===== config.mk =====
export PLATFORM = sky130hd
export DESIGN_NAME = data_memory_arbiter_flat
export DESIGN_NICKNAME = d
export VERILOG_FILES = /design/src/rtl/data_memory_arbiter_if.sv /design/src/rtl/data_memory_arbiter.sv /design/src/flat_wrapper.sv
export SDC_FILE = /design/constraint.sdc
export NUM_CORES = 1
export LEC_CHECK = 0
export ABC_AREA = 0
export CAP_MARGIN = 40
export CORE_MARGIN = 3
export CORE_UTILIZATION = 35
export CTS_CLUSTER_SIZE = 40
export DETAILED_ROUTE_END_ITERATION = 16
export PLACE_DENSITY = 0.85
export SYNTH_ARGS = -nofsm -noshare
export SYNTH_HDL_FRONTEND = slang
export SYNTH_SLANG_ARGS = --single-unit

===== constraint.sdc =====
create_clock -name clk -period 1.5 [get_ports clk]
set_clock_uncertainty 0.05 [all_clocks]
set_input_delay 0.15 -clock clk [delete_from_list [all_inputs] [get_ports clk]]
set_output_delay 0.15 -clock clk [all_outputs]
set_load 0.05 [all_outputs]

===== src/rtl/data_memory_arbiter_if.sv =====
// Bundle of the CPU, DMA and data-memory signals around the data memory arbiter.
// The arbiter takes the slave view; requesters and memory take the master view.
interface data_memory_arbiter_if #(
    parameter int DATA_WIDTH = 32,
    parameter int ADDR_WIDTH = 32
);
    logic                  cpu_req;
    logic                  cpu_we;
    logic [ADDR_WIDTH-1:0] cpu_addr;
    logic [DATA_WIDTH-1:0] cpu_wdata;
    logic [DATA_WIDTH-1:0] cpu_rdata;
    logic                  cpu_ack;
    logic                  cpu_stall;
    logic                  dma_req;
    logic                  dma_we;
    logic [ADDR_WIDTH-1:0] dma_addr;
    logic [DATA_WIDTH-1:0] dma_wdata;
    logic [DATA_WIDTH-1:0] dma_rdata;
    logic                  dma_ack;
    logic [ADDR_WIDTH-1:0] mem_addr;
    logic [DATA_WIDTH-1:0] mem_wdata;
    logic                  mem_read;
    logic                  mem_write;
    logic [DATA_WIDTH-1:0] mem_rdata;
    logic                  grant_dma;

    modport slave (
        input  cpu_req, cpu_we, cpu_addr, cpu_wdata,
        input  dma_req, dma_we, dma_addr, dma_wdata,
        input  mem_rdata,
        output cpu_rdata, cpu_ack, cpu_stall,
        output dma_rdata, dma_ack,
        output mem_addr, mem_wdata, mem_read, mem_write,
        output grant_dma
    );

    modport master (
        output cpu_req, cpu_we, cpu_addr, cpu_wdata,
        output dma_req, dma_we, dma_addr, dma_wdata,
        output mem_rdata,
        input  cpu_rdata, cpu_ack, cpu_stall,
        input  dma_rdata, dma_ack,
        input  mem_addr, mem_wdata, mem_read, mem_write,
        input  grant_dma
    );
endinterface


===== src/rtl/data_memory_arbiter.sv =====
// Shares the single-port data memory between the CPU MEM stage and a DMA port:
// CPU priority, bounded DMA starvation, fixed-length access window, stall until CPU ack.
module data_memory_arbiter #(
    parameter int DATA_WIDTH   = 32,
    parameter int ADDR_WIDTH   = 32,
    parameter int MEM_LATENCY  = 1,
    parameter int STARVE_LIMIT = 4
) (
    input  logic                 clk,
    input  logic                 reset,
    data_memory_arbiter_if.slave bus
);
    typedef enum logic [1:0] {IDLE, ACCESS, RESP} state_e;

    localparam logic [1:0] LAST_WIN   = 2'(MEM_LATENCY - 1);
    localparam logic [3:0] STARVE_MAX = 4'(STARVE_LIMIT);

    state_e                state_q, state_d;
    logic [3:0]            starveCnt_q, starveCnt_d;
    logic [1:0]            winCnt_q, winCnt_d;
    logic                  grantDma_q, grantDma_d;
    logic                  memRead_q, memRead_d;
    logic                  memWrite_q, memWrite_d;
    logic [ADDR_WIDTH-1:0] memAddr_q, memAddr_d;
    logic [DATA_WIDTH-1:0] memWdata_q, memWdata_d;
    logic                  cpuAck_q, cpuAck_d;
    logic                  dmaAck_q, dmaAck_d;
    logic [DATA_WIDTH-1:0] cpuRdata_q, cpuRdata_d;
    logic [DATA_WIDTH-1:0] dmaRdata_q, dmaRdata_d;
    logic                  dmaWins;

    // The memory strobes double as the latched operands, so no separate copy of we is kept.
    always_comb begin
        dmaWins     = bus.dma_req & (~bus.cpu_req | (starveCnt_q == STARVE_MAX));
        state_d     = state_q;
        starveCnt_d = starveCnt_q;
        winCnt_d    = winCnt_q;
        grantDma_d  = grantDma_q;
        memRead_d   = memRead_q;
        memWrite_d  = memWrite_q;
        memAddr_d   = memAddr_q;
        memWdata_d  = memWdata_q;
        cpuAck_d    = 1'b0;
        dmaAck_d    = 1'b0;
        cpuRdata_d  = cpuRdata_q;
        dmaRdata_d  = dmaRdata_q;
        case (state_q)
            IDLE: begin
                if (dmaWins) begin
                    state_d     = ACCESS;
                    winCnt_d    = 2'd0;
                    grantDma_d  = 1'b1;
                    memRead_d   = ~bus.dma_we;
                    memWrite_d  = bus.dma_we;
                    memAddr_d   = bus.dma_addr;
                    memWdata_d  = bus.dma_wdata;
                    starveCnt_d = 4'd0;
                end else if (bus.cpu_req) begin
                    state_d     = ACCESS;
                    winCnt_d    = 2'd0;
                    grantDma_d  = 1'b0;
                    memRead_d   = ~bus.cpu_we;
                    memWrite_d  = bus.cpu_we;
                    memAddr_d   = bus.cpu_addr;
                    memWdata_d  = bus.cpu_wdata;
                    starveCnt_d = !bus.dma_req ? 4'd0 :
                                  (starveCnt_q == STARVE_MAX) ? STARVE_MAX : starveCnt_q + 4'd1;
                end
            end
            ACCESS: begin
                if (winCnt_q == LAST_WIN) begin
                    if (memRead_q) begin
                        if (grantDma_q) dmaRdata_d = bus.mem_rdata;
                        else            cpuRdata_d = bus.mem_rdata;
                    end
                    memRead_d  = 1'b0;
                    memWrite_d = 1'b0;
                    memAddr_d  = '0;
                    memWdata_d = '0;
                    cpuAck_d   = ~grantDma_q;
                    dmaAck_d   = grantDma_q;
                    state_d    = RESP;
                end else begin
                    winCnt_d = winCnt_q + 2'd1;
                end
            end
            RESP: begin
                grantDma_d = 1'b0;
                state_d    = IDLE;
            end
            default: state_d = IDLE;
        endcase
    end

    // Reset wins over everything, including an access already in flight.
    always_ff @(posedge clk) begin
        if (!reset) begin
            state_q     <= IDLE;
            starveCnt_q <= 4'd0;
            winCnt_q    <= 2'd0;
            grantDma_q  <= 1'b0;
            memRead_q   <= 1'b0;
            memWrite_q  <= 1'b0;
            memAddr_q   <= '0;
            memWdata_q  <= '0;
            cpuAck_q    <= 1'b0;
            dmaAck_q    <= 1'b0;
            cpuRdata_q  <= '0;
            dmaRdata_q  <= '0;
        end else begin
            state_q     <= state_d;
            starveCnt_q <= starveCnt_d;
            winCnt_q    <= winCnt_d;
            grantDma_q  <= grantDma_d;
            memRead_q   <= memRead_d;
            memWrite_q  <= memWrite_d;
            memAddr_q   <= memAddr_d;
            memWdata_q  <= memWdata_d;
            cpuAck_q    <= cpuAck_d;
            dmaAck_q    <= dmaAck_d;
            cpuRdata_q  <= cpuRdata_d;
            dmaRdata_q  <= dmaRdata_d;
        end
    end

    assign bus.mem_addr  = memAddr_q;
    assign bus.mem_wdata = memWdata_q;
    assign bus.mem_read  = memRead_q;
    assign bus.mem_write = memWrite_q;
    assign bus.cpu_ack   = cpuAck_q;
    assign bus.dma_ack   = dmaAck_q;
    assign bus.cpu_rdata = cpuRdata_q;
    assign bus.dma_rdata = dmaRdata_q;
    assign bus.grant_dma = grantDma_q;
    assign bus.cpu_stall = bus.cpu_req & ~cpuAck_q;
endmodule

===== src/flat_wrapper.sv =====
// flat-port wrapper written by rule: the top's interface ports become plain ports
module data_memory_arbiter_flat 
#(
    parameter int DATA_WIDTH   = 32,
    parameter int ADDR_WIDTH   = 32,
    parameter int MEM_LATENCY  = 1,
    parameter int STARVE_LIMIT = 4
)
  (clk, reset, bus_cpu_req, bus_cpu_we, bus_cpu_addr, bus_cpu_wdata, bus_dma_req, bus_dma_we, bus_dma_addr, bus_dma_wdata, bus_mem_rdata, bus_cpu_rdata, bus_cpu_ack, bus_cpu_stall, bus_dma_rdata, bus_dma_ack, bus_mem_addr, bus_mem_wdata, bus_mem_read, bus_mem_write, bus_grant_dma);
  data_memory_arbiter_if #(.DATA_WIDTH(DATA_WIDTH), .ADDR_WIDTH(ADDR_WIDTH)) bus_i ();
  input  logic clk;
  input  logic reset;
  input wire logic [$bits(bus_i.cpu_req)-1:0] bus_cpu_req;
  input wire logic [$bits(bus_i.cpu_we)-1:0] bus_cpu_we;
  input wire logic [$bits(bus_i.cpu_addr)-1:0] bus_cpu_addr;
  input wire logic [$bits(bus_i.cpu_wdata)-1:0] bus_cpu_wdata;
  input wire logic [$bits(bus_i.dma_req)-1:0] bus_dma_req;
  input wire logic [$bits(bus_i.dma_we)-1:0] bus_dma_we;
  input wire logic [$bits(bus_i.dma_addr)-1:0] bus_dma_addr;
  input wire logic [$bits(bus_i.dma_wdata)-1:0] bus_dma_wdata;
  input wire logic [$bits(bus_i.mem_rdata)-1:0] bus_mem_rdata;
  output wire logic [$bits(bus_i.cpu_rdata)-1:0] bus_cpu_rdata;
  output wire logic [$bits(bus_i.cpu_ack)-1:0] bus_cpu_ack;
  output wire logic [$bits(bus_i.cpu_stall)-1:0] bus_cpu_stall;
  output wire logic [$bits(bus_i.dma_rdata)-1:0] bus_dma_rdata;
  output wire logic [$bits(bus_i.dma_ack)-1:0] bus_dma_ack;
  output wire logic [$bits(bus_i.mem_addr)-1:0] bus_mem_addr;
  output wire logic [$bits(bus_i.mem_wdata)-1:0] bus_mem_wdata;
  output wire logic [$bits(bus_i.mem_read)-1:0] bus_mem_read;
  output wire logic [$bits(bus_i.mem_write)-1:0] bus_mem_write;
  output wire logic [$bits(bus_i.grant_dma)-1:0] bus_grant_dma;
  assign bus_i.cpu_req = bus_cpu_req;
  assign bus_i.cpu_we = bus_cpu_we;
  assign bus_i.cpu_addr = bus_cpu_addr;
  assign bus_i.cpu_wdata = bus_cpu_wdata;
  assign bus_i.dma_req = bus_dma_req;
  assign bus_i.dma_we = bus_dma_we;
  assign bus_i.dma_addr = bus_dma_addr;
  assign bus_i.dma_wdata = bus_dma_wdata;
  assign bus_i.mem_rdata = bus_mem_rdata;
  assign bus_cpu_rdata = bus_i.cpu_rdata;
  assign bus_cpu_ack = bus_i.cpu_ack;
  assign bus_cpu_stall = bus_i.cpu_stall;
  assign bus_dma_rdata = bus_i.dma_rdata;
  assign bus_dma_ack = bus_i.dma_ack;
  assign bus_mem_addr = bus_i.mem_addr;
  assign bus_mem_wdata = bus_i.mem_wdata;
  assign bus_mem_read = bus_i.mem_read;
  assign bus_mem_write = bus_i.mem_write;
  assign bus_grant_dma = bus_i.grant_dma;
  data_memory_arbiter #(.DATA_WIDTH(DATA_WIDTH), .ADDR_WIDTH(ADDR_WIDTH), .MEM_LATENCY(MEM_LATENCY), .STARVE_LIMIT(STARVE_LIMIT)) u_core (.clk(clk), .reset(reset), .bus(bus_i));
endmodule

==> results of run 1 <==
[layer usage]
metal | vias up | wire length, um | part of all wire
met5 | - | 0 | 0
met4 | 0 | 602 | 0.028
met3 | 50 | 2000 | 0.092
met2 | 346 | 11500 | 0.53
met1 | 2735 | 7540 | 0.35
li1 | 2812 | - | -
[what timing repair did]
item / CTS / global route
endpoints found under the hold margin: 1 / 0
hold buffers: 1 / 0
gates resized for setup: 79 / 122
pin swaps: 28 / 27
buffers inserted: 9 / 5
setup endpoints to repair: 96 / 138
gates cloned: 8 / 6
[flip-flops by register name (all words and copies together) (netlist names)]
register,flops
u_core.starveCnt_q,4
u_core.state_q,2
u_core.bus.cpu_rdata,32
u_core.bus.grant_dma,1
u_core.bus.cpu_ack,1
u_core.bus.mem_read,1
u_core.bus.mem_addr,32
u_core.winCnt_q,2
u_core.bus.mem_write,1
u_core.bus.mem_wdata,32
u_core.bus.dma_ack,1
u_core.bus.dma_rdata,32
[worst register-to-register path, delay by kind of cell, from the launching register on]
kind	cells	cell delay, ns
buffers and inverters	4	0.55
and+or+nand+nor	2	0.39
DFF	1	0.32
AOI/OAI and AO/OA	1	0.19
adders and majority gates	1	0.14
[cells in the mapped netlist]
library cell and count:
dfxtp_1 141, clkbuf_2 2, nor4b_1 1, ha_1 3
buf_4 1, and3b_1 1, o21ai_0 108, buf_12 1
nor2_2 1, clkinv_1 1, nor2_1 7, inv_1 5
and2_1 1, or2_2 1, buf_6 5, nor2b_1 4
a22oi_1 1, nand3_1 69, buf_8 1, or3_1 1
o2bb2ai_1 1, nand3b_2 1, o21ai_1 23, mux2i_1 65
nand4_1 1, buf_2 15, and3_1 2, a32oi_1 1
a21boi_1 1, nand3b_1 1, nor3b_1 1, clkbuf_1 16
a31oi_1 1, nor3_1 2, nor3_2 1, o311ai_0 1
a2111oi_2 1, buf_1 6, a21oi_1 4, nand3_2 1
nand2_1 102, o31a_1 1
[where the power goes]
group	switching, mW	internal [mW]
Sequential	0.114	3.92
Combinational	1.20	0.957
Clock	1.69	2.17
Total	3.00	7.05
[metrics by stage]
stage	total power [mW]	setup TNS, ns	instances
3_3_place_gp	6.08	-11.66	1089
4_1_cts	9.96	-11.07	1139
3_5_place_dp	6.10	-14.11	1089
2_1_floorplan	5.13	-0.490	603
6_report	10.0	-14.11	1149
5_1_grt	10.4	-25.15	1149
[kinds of logic (layout without fill, tap and decap cells)]
| logic type | count (synthesis) | in the layout | share of synthesized area |
|---|---|---|---|
| compound gates | 143 | 143 | 0.137 |
| fa+ha+maj | 3 | 3 | 0.00690 |
| buf+inv | 53 | 415 | 0.0531 |
| flops | 141 | 141 | 0.519 |
| mux | 65 | 65 | 0.120 |
| simple gates | 198 | 198 | 0.165 |
[area by class of cell]
class	count	area share
Sequential cell	141	0.277
Multi-Input combinational cell	409	0.278
Tap cell	184	0.0225
Timing Repair Buffer	377	0.368
Inverter	6	0.00220
Clock buffer	20	0.0437
Clock inverter	12	0.00881
[how the worst min path moves through the flow]
| stage | cells past startpoint | to | from | slack, ns |
|---|---|---|---|---|
| final | 3 | u_core.bus.cpu_rdata[22]$_SDFFE_PN0P_ | bus_mem_rdata[22] | 0.28 |
| after global routing | 3 | u_core.bus.cpu_rdata[22]$_SDFFE_PN0P_ | bus_mem_rdata[22] | 0.27 |
| after CTS | 3 | u_core.bus.dma_rdata[21]$_SDFFE_PN0P_ | bus_mem_rdata[21] | 0.23 |
| after detailed placement | 2 | u_core.bus.mem_addr[26]$_SDFFE_PN0P_ | u_core.bus.mem_addr[26]$_SDFFE_PN0P_ | 0.39 |
| after global placement | 2 | u_core.bus.mem_addr[30]$_SDFFE_PN0P_ | u_core.bus.mem_addr[30]$_SDFFE_PN0P_ | 0.39 |
| after floorplan | 2 | u_core.bus.dma_rdata[26]$_SDFFE_PN0P_ | bus_mem_rdata[26] | 0.25 |
==> results.md, run 1 <==
- Avg WL per Cell: around 19 um
- Slew Viols, Final: 0
- Routed via count: approximately 5900
- Relative slew slack: 0.760
- Most frequent cells in the layout: buf_4, clkdlybuf4s50_1, dfxtp_1
- Drc violations: 0
- Mapped cell area: approximately 5400 um2
- Die height: roughly 130 um
- Final worst slack: -0.202 ns
- Initial core utilization: 0.366
- CP startpoint: u_core.winCnt_q[1]$_SDFFE_PN0P_
- GR Util met3: 0.0646
- Ports: 300
- CTS tree: yes
- DP HPWL: between 10 and 15 mm
- Reg2reg end: u_core.bus.cpu_rdata[0]$_SDFFE_PN0P_
- Max incr delay on CP: ~0.32 ns
- Hold slack: 0.278 ns
- R2r setup slk: -0.20 ns
- Core area: between 10000 and 15000 um2
- Final hold vios: 0
- RSZ-0062 raised after global routing: true
- GPL Wtd Cong: between 0.8 and 0.9
- CTS Sinks: between 100 and 150
- Total length of routed wires: roughly 22 mm
- Root buf cell: clkbuf_16
- Yosys cell types: 42
- Most common cell after layout, fill and taps aside: buf_4
- Critical path depth: 8
- GR Overflow Total: 0
- All-Layer GR Usage: 0.218
- CP top delay family: buffers and inverters
- Post-route antenna net violation count: 0
- Peak supply drop: 743 uV
- Final net count: 1121
- Final min period: 1.70 ns
- Leak: 4.19 nW
- Worst setup EP type: flip-flop
- Crit path to: u_core.bus.cpu_rdata[0]$_SDFFE_PN0P_
- Cells after synthesis: ~600
- CP required: 1.77 ns
- Layout cell share with drive strength beyond 1: 0.365
- Placement Cell Area: roughly 8600 um2
- Via-to-Cell Ratio: 5.17
- Critical path arrival: approximately 2.0 ns
- Worst r2r src: u_core.winCnt_q[1]$_SDFFE_PN0P_
- Vias in the first global route: approximately 5600
- WS Path Type: reg -> reg
- Maxcap violations: 0
- Maximum clock frequency: 587 MHz
- Final setup vio count: ~130
- Crit share post-route: 1.13
- H-tree depth: 4
- Worst-skew pair later-pin latency: approximately 0.41 ns
- Clock transition at the registers of the reported paths: roughly 0.060 ns
- Register area share after synthesis: 0.519
- Fin area: 10200 um2
- Fill cells: around 1100
- CP Launch Type: flip-flop
- Width of the die: roughly 130 um
- Total power divided by cell area: 983 nW/um2
- Largest net degree at the start of global routing: 63
- CTS Buffer Depth: 2
- GR Util met1: 0.232
- Pre-CTS setup slack: -0.256 ns
- Synth top area cells: dfxtp_1, mux2i_1, o21ai_0
- DRT Pass-1 Iters: 6
- Avg Inst Size Synth: between 9 and 10 um2
- GR peak layer: met2
- Area growth syn-to-layout: 87.7%
- Iteration-0 DRC Markers: about 330
- Syn nets: 772
- Status: complete, but fails checks
- R2R depth: 8
- Worst-path cell chain: inv_2, ha_4, and3b_2, buf_6, nand3b_4, buf_4, clkbuf_16, o21ai_0
- CP max stage cell: dfxtp_2
- First-pass GRT wire length: a little under 30 mm
- HP Class: in -> reg
- Die Area: roughly 17000 um2
- Area of the multi-input gates: between 2000 and 3000 um2
- Initial antenna violation count: 0
- Synth warnings: 0
- Biggest area consumer among synthesized cells: dfxtp_1
- Sequential Area: roughly 2800 um2
- TritonCTS buffer count: 17
- Crit path max fanout: 7
- Yosys top cell area share: 0.519
- Util after Layout: 0.688
- Number of antenna cells inserted: 0
- Std-Cell Rows: 44
- Met2 Use GR: 0.403
- Crit path buffers/inverters: 4
- Failing checks: negative setup slack
- Actual slew at the worst max-slew pin: 0.357 ns
- Number of port buffers: ~300
- Yosys reg bits: between 100 and 150
(Power assumes the default switching activity.)
==> run 2, diff against run 1 <==
--- a/config.mk
+++ b/config.mk
@@ -11,7 +11,10 @@
 export CORE_UTILIZATION = 35
 export CTS_CLUSTER_SIZE = 40
 export DETAILED_ROUTE_END_ITERATION = 16
+export MAX_ROUTING_LAYER = met4
 export PLACE_DENSITY = 0.85
+export REMOVE_ABC_BUFFERS = 1
 export SYNTH_ARGS = -nofsm -noshare
 export SYNTH_HDL_FRONTEND = slang
 export SYNTH_SLANG_ARGS = --single-unit
+export TNS_END_PERCENT = 50
==> run 2 against run 1 <==
  * Critical path type unchanged
  * Highest routed layer unchanged
  * Die area unchanged
  * The flow still finishes with violations (negative setup slack)
  * Design area down 4.8%
  * First-iteration DRC count decreased by 31%
  * Clock power increased by 11%
==> results.md, run 2 (same netlist as run 1, synthesis figures left out) <==
- DP HPWL: 13.6 mm (+1.3%)
- Failing checks: negative setup slack
- Flop pwr share: 0.388 (-0.014)
- Std-Cell Rows: 44 (unchanged)
- Initial antenna violation count: 1 (+1)
- Iteration-0 DRC Markers: 230 (-31%)
- Post-route antenna net violation count: 0 (unchanged)
- Final net count: 1096 (-2.2%)
- Initial core utilization: 0.366 (unchanged)
- Drc violations: 0 (unchanged)
- Slew Viols, Final: 0 (unchanged)
- Root buf cell: clkbuf_16
- Hold slack: 0.0806 ns (-0.197 ns)
- HP Class: in -> reg
- Most common cell after layout, fill and taps aside: clkdlybuf4s50_1
- Final setup vio count: 94 (-29%)
- Worst setup EP type: flip-flop
- Worst r2r src: u_core.starveCnt_q[0]$_SDFFE_PN0P_
- CP startpoint: u_core.starveCnt_q[0]$_SDFFE_PN0P_
- H-tree depth: 4 (unchanged)
- Width of the die: 131 um (unchanged)
- Critical path arrival: 2.00 ns (+0.03 ns)
- Final hold vios: 0 (unchanged)
- Maximum clock frequency: 572 MHz (-2.5%)
- Total length of routed wires: 19.4 mm (-10%)
- CTS tree: yes
- WS Path Type: reg -> reg
- Largest net degree at the start of global routing: 65 (+3.2%)
- DRT Pass-1 Iters: 4 (-2)
- Hold-fix buffers, CTS: 0 (-1)
- Sw Share: 0.278 (-0.0204)
- All-Layer GR Usage: 0.199 (-0.0189)
- Util after Layout: 0.654 (-0.0332)
- First-pass GRT wire length: 25.9 mm (-10%)
- Leak: 3.95 nW (-5.7%)
- Crit path max fanout: 19 (+12)
- Final min period: 1.75 ns (+0.0445 ns)
- R2R depth: 8 (unchanged)
- Final worst slack: -0.247 ns (-0.0445 ns)
- Max incr delay on CP: 0.32 ns (about the same)
- Vias in the first global route: 5143 (-8.8%)
- Worst-path cell chain: inv_2, ha_1, nand3b_1, a21boi_4, buf_12, buf_16, mux2i_1, o21ai_1
- Critical path depth: 8 (unchanged)
- Most frequent cells in the layout: clkdlybuf4s50_1, buf_4, dfxtp_1
- TritonCTS buffer count: 17 (unchanged)
- Worst-skew pair later-pin latency: 0.41 ns (about the same)
- CP top delay family: buffers and inverters
- Gate power share: 0.201 (-0.014)
- CP Launch Type: flip-flop
- Die height: 131 um (unchanged)
- CP required: 1.76 ns (about the same)
- Maxcap violations: 0 (unchanged)
- Routed via count: 5677 (-4.5%)
- Power Total: 10.4 mW (+3.7%)
- Status: complete, but fails checks
- Placed cells: 1080 (-0.83%)
- Area growth syn-to-layout: 78.6%
- Total power divided by cell area: 1070 nW/um2 (+9.0%)
- GR Overflow Total: 0 (unchanged)
- Clock transition at the registers of the reported paths: 0.06 ns (about the same)
- CTS Sinks: 141 (unchanged)
- Via-to-Cell Ratio: 5.05 (-2.4%)
- Avg WL per Cell: 17.3 um (-8.2%)
- Crit path buffers/inverters: 3 (-1)
- CTS Buffer Depth: 2 (unchanged)
- GPL Wtd Cong: 0.838 (-2.0%)
- Switching Power: 2.90 mW (-3.4%)
- Number of port buffers: 299 (unchanged)
- Peak supply drop: 826 uV (+11%)
- Crit path to: u_core.bus.mem_addr[16]$_SDFFE_PN0P_
- Crit share post-route: 1.16 (+0.0297)
- Relative slew slack: 0.776 (+0.0153)
- Reg2reg end: u_core.bus.mem_addr[16]$_SDFFE_PN0P_
- Fill cells: 1133 (+7.0%)
- Ports: 300 (unchanged)
- Clock power share: 0.411 (+0.027)
- R2r setup slk: -0.25 ns (-0.04 ns)
- CP max stage cell: dfxtp_2
- RSZ-0062 raised after global routing: true
- Non-filler cells, final: 1125 (-2.1%)
- Actual slew at the worst max-slew pin: 0.336 ns (-0.0207 ns)
- Int Pwr: 7.52 mW (+6.7%)
- Core area: 14900 um2 (unchanged)
- Layout cell share with drive strength beyond 1: 0.303 (-0.0616)
- Die Area: 17100 um2 (unchanged)
==> run 2: changes by cell type in the layout (fill, tap and decap cells not counted), moves of 5 or more <==
cell	delta
buf_4	-9
buf_6	-7
buf_8	-5
o21ai_2	-30
buf_16	-7
o21ai_1	+31
==> run 2: cell type report <==
cell class | instances | area, um2 | share of cell area
Antenna cell | 1 | 2.50 | 0.000257
Clock buffer | 19 | 443 | 0.0455
Clock inverter | 13 | 163 | 0.0167
Inverter | 6 | 22.5 | 0.00232
Multi-Input combinational cell | 409 | 2620 | 0.270
Sequential cell | 141 | 2830 | 0.291
Tap cell | 184 | 230 | 0.0237
Timing Repair Buffer | 352 | 3410 | 0.351
==> run 2: worst min-delay path by stage <==
stage                                                     start                                    end  slack (ns)  cells past startpoint
after floorplan                                           reset         u_core.state_q[1]$_SDFFE_PN0P_        0.24                      1
after global placement     u_core.bus.mem_addr[26]$_SDFFE_PN0P_   u_core.bus.mem_addr[26]$_SDFFE_PN0P_        0.39                      2
after detailed placement  u_core.bus.mem_wdata[18]$_SDFFE_PN0P_  u_core.bus.mem_wdata[18]$_SDFFE_PN0P_        0.39                      2
after CTS                                                 reset  u_core.bus.dma_rdata[25]$_SDFFE_PN0P_        0.07                      3
after global routing                                      reset  u_core.bus.dma_rdata[20]$_SDFFE_PN0P_         0.1                      3
final                                                     reset  u_core.bus.dma_rdata[20]$_SDFFE_PN0P_        0.08                      3
==> run 2: repair_timing <==
| action | in CTS | in global routing |
|---|---|---|
| resized for setup | 22 | 105 |
| cloned | 0 | 7 |
| setup endpoints to repair | 92 | 135 |
| setup buffers | 2 | 3 |
| pin swaps | 1 | 30 |
==> run 2: stage by stage <==
step | worst slack, ns | instance area, um2 | setup TNS, ns
finish | -0.247 | 9730 | -13.45
global route | -0.351 | 9730 | -24.09
CTS | -0.218 | 9270 | -11.29
detailed placement | -0.310 | 8620 | -18.09
global placement | -0.252 | 8620 | -15.92
floorplan | -4.43 | 5180 | -324.20
==> run 2: routing by layer <==
layer  track usage  wire, um  part of all wire  up-vias
met2         0.336     10000              0.51      268
met4        0.0720       591             0.030        0
met5             -         0                 0        -
met3        0.0496      1480             0.076       41
li1              -         -                 -     2755
met1         0.230      7360              0.38     2613
==> run 2: power by group through the flow <==
stage	logic (mW)	clock network, mW	registers, mW
after floorplan	0.395	0	4.68
after global placement	2.00	0	4.11
after detailed placement	2.02	0	4.12
after CTS	2.04	4.35	4.04
after global routing	2.19	4.49	4.07
final	2.09	4.28	4.04
==> run 2: worst reg2reg max path: stages (launching register included) <==
cell	delay [ns]
dfxtp_2	0.32
inv_2	0.05
ha_1	0.13
nand3b_1	0.16
a21boi_4	0.23
buf_12	0.18
buf_16	0.20
mux2i_1	0.24
o21ai_1	0.08
==> run 3, diff against run 2 <==
--- a/config.mk
+++ b/config.mk
@@ -11,6 +11,7 @@
 export CORE_UTILIZATION = 35
 export CTS_CLUSTER_SIZE = 40
 export DETAILED_ROUTE_END_ITERATION = 16
+export HOLD_SLACK_MARGIN = 0.08
 export MAX_ROUTING_LAYER = met4
 export PLACE_DENSITY = 0.85
 export REMOVE_ABC_BUFFERS = 1
==> run 3 against run 2 <==
  * The flow still finishes with violations (negative setup slack)
  * First-iteration DRC count down 20%
  * Fmax down 0.26%
  * Largest cell class unchanged
  * Global-route usage about the same
==> results.md, run 3 (same netlist as run 1, synthesis figures left out) <==
- First-pass GRT wire length: 26.0 mm (about the same)
- Most frequent cells in the layout: clkdlybuf4s50_1, buf_4, dfxtp_1
- Util after Layout: 0.654 (about the same)
- Int Pwr: 7.53 mW (about the same)
- Clock transition at the registers of the reported paths: 0.06 ns (about the same)
- Gate power share: 0.201 (about the same)
- CP startpoint: u_core.starveCnt_q[0]$_SDFFE_PN0P_
- H-tree depth: 4 (unchanged)
- Crit path max fanout: 14 (-5)
- Post-route antenna net violation count: 0 (unchanged)
- RSZ-0062 raised after global routing: true
- Root buf cell: clkbuf_16
- Worst-path cell chain: inv_2, ha_1, nand3b_1, a21boi_4, buf_12, buf_4, mux2i_1, o21ai_0
- GPL Wtd Cong: 0.838 (unchanged)
- Total length of routed wires: 19.5 mm (+0.28%)
- Avg WL per Cell: 17.3 um (+0.28%)
- Final net count: 1097 (+0.091%)
- CTS Buffer Depth: 2 (unchanged)
- Crit path buffers/inverters: 3 (unchanged)
- Number of port buffers: 299 (unchanged)
- Reg2reg end: u_core.bus.mem_wdata[28]$_SDFFE_PN0P_
- Die Area: 17100 um2 (unchanged)
- CP top delay family: buffers and inverters
- Die height: 131 um (unchanged)
- Via-to-Cell Ratio: 5.03 (-0.25%)
- Worst r2r src: u_core.starveCnt_q[0]$_SDFFE_PN0P_
- Hold Crit Start: bus_mem_rdata[8]
- Switching Power: 2.90 mW (about the same)
- TritonCTS buffer count: 17 (unchanged)
- Core area: 14900 um2 (unchanged)
- Maxcap violations: 0 (unchanged)
- Flop pwr share: 0.388 (about the same)
- Most common cell after layout, fill and taps aside: clkdlybuf4s50_1
- Actual slew at the worst max-slew pin: 0.339 ns (+0.00289 ns)
- HP Class: in -> reg
- Worst setup EP type: flip-flop
- Crit share post-route: 1.17 (+0.00303)
- DP HPWL: 13.6 mm (unchanged)
- CP Launch Type: flip-flop
- All-Layer GR Usage: 0.199 (about the same)
- Final worst slack: -0.251 ns (-0.00454 ns)
- Failing checks: negative setup slack
- Total power divided by cell area: 1070 nW/um2 (about the same)
- Area growth syn-to-layout: 78.6% (about the same)
- Initial antenna violation count: 0 (-1)
- Final setup vio count: 96 (+2.1%)
- Final hold vios: 0 (unchanged)
- Final min period: 1.75 ns (+0.00454 ns)
- Slew Viols, Final: 0 (unchanged)
- Critical path arrival: 1.99 ns (about the same)
- CTS Sinks: 141 (unchanged)
- Number of antenna cells inserted: 0 (-1)
- CTS tree: yes
- Critical path depth: 8 (unchanged)
- WS Path Type: reg -> reg
- CP max stage cell: dfxtp_2
- Leak: 3.95 nW (about the same)
- Ports: 300 (unchanged)
- Max incr delay on CP: 0.32 ns (about the same)
- Relative slew slack: 0.774 (-0.00193)
- R2R depth: 8 (unchanged)
- Maximum clock frequency: 571 MHz (-0.26%)
- Worst-skew pair later-pin latency: 0.41 ns (about the same)
- TNS Setup: -13.54 ns (-0.0876 ns)
- Clock power share: 0.411 (about the same)
- Peak supply drop: 837 uV (+1.3%)
- Std-Cell Rows: 44 (unchanged)
- Routed via count: 5663 (-0.25%)
- Placement Cell Area: 8620 um2 (unchanged)
- GR Overflow Total: 0 (unchanged)
- Status: complete, but fails checks
- Drc violations: 0 (unchanged)
- CP required: 1.74 ns (-0.02 ns)
- Initial core utilization: 0.366 (unchanged)
- Iteration-0 DRC Markers: 183 (-20%)
- Largest net degree at the start of global routing: 65 (unchanged)
- Sw Share: 0.278 (about the same)
- Layout cell share with drive strength beyond 1: 0.300 (-0.00351)
- R2r setup slk: -0.25 ns (about the same)
- Fin area: 9720 um2 (about the same)
- Crit path to: u_core.bus.mem_wdata[28]$_SDFFE_PN0P_
- Vias in the first global route: 5164 (+0.41%)
- DRT Pass-1 Iters: 5 (+1)
- Width of the die: 131 um (unchanged)
-- run 3: cell types whose count changed in the layout (fill, tap and decap cells not counted) --
| cell | before | now |
|---|---|---|
| nand3_2 | 36 | 34 |
| o21ai_1 | 76 | 77 |
| clkbuf_4 | 0 | 1 |
| buf_2 | 1 | 0 |
| dlygate4sd3_1 | 0 | 1 |
| nand3_1 | 32 | 34 |
| o21ai_2 | 5 | 4 |
| diode_2 | 1 | 0 |
-- run 3: what timing repair did --
action / in CTS / in global routing
endpoints found under the hold margin: 1 / 0
cloned: 0 / 7
pin swaps: 1 / 29
setup endpoints to repair: 92 / 135
gates resized for setup: 22 / 103
hold buffers: 1 / 0
setup buffers: 2 / 3
-- run 3: worst min-delay path, delay by kind of cell --
kind | cells | cell delay (ns)
and+or+nand+nor | 1 | 0.07
AOI/OAI and AO/OA | 1 | 0.05
buffers and inverters | 1 | 0.39
-- run 3: how the worst min path moves through the flow --
stage                                            end  slack [ns]  depth (start not counted)
4_1_cts         u_core.bus.dma_rdata[8]$_SDFFE_PN0P_        0.24                          3
3_3_place_gp    u_core.bus.mem_addr[26]$_SDFFE_PN0P_        0.39                          2
3_5_place_dp   u_core.bus.mem_wdata[18]$_SDFFE_PN0P_        0.39                          2
6_report        u_core.bus.dma_rdata[8]$_SDFFE_PN0P_        0.26                          3
5_1_grt         u_core.bus.dma_rdata[6]$_SDFFE_PN0P_        0.27                          3
2_1_floorplan         u_core.state_q[1]$_SDFFE_PN0P_        0.24                          1
-- run 3: metrics by stage --
stage          cells  setup WS (ns)  power [mW]  hold WS (ns)
6_report        1125         -0.251        10.4         0.255
5_1_grt         1125         -0.351        10.8         0.265
4_1_cts         1115         -0.218        10.4         0.245
3_5_place_dp    1080         -0.310        6.13         0.391
3_3_place_gp    1080         -0.252        6.11         0.386
2_1_floorplan    556          -4.43        5.08         0.236
-- run 3: power groups by stage --
stage | combinational [mW] | sequential (mW) | clock, mW
floorplan | 0.395 | 4.68 | 0
global placement | 2.00 | 4.11 | 0
detailed placement | 2.02 | 4.12 | 0
CTS | 2.04 | 4.04 | 4.35
global route | 2.20 | 4.07 | 4.50
finish | 2.09 | 4.04 | 4.29
-- run 3: metal layers --
metal,vias up,track usage,share of wire
li1,2759,-,-
met1,2610,0.230,0.38
met2,253,0.337,0.51
met3,41,0.0480,0.071
met4,0,0.0720,0.030
met5,-,-,0
-- run 3: area by class of cell --
| cell class | instances | area, um2 |
|---|---|---|
| inverter | 6 | 22.5 |
| multi-input combinational | 409 | 2610 |
| clock inverter | 13 | 163 |
| timing repair buffer | 353 | 3430 |
| fill | 1128 | 5140 |
| tap | 184 | 230 |
| sequential | 141 | 2830 |
| clock buffer | 19 | 443 |
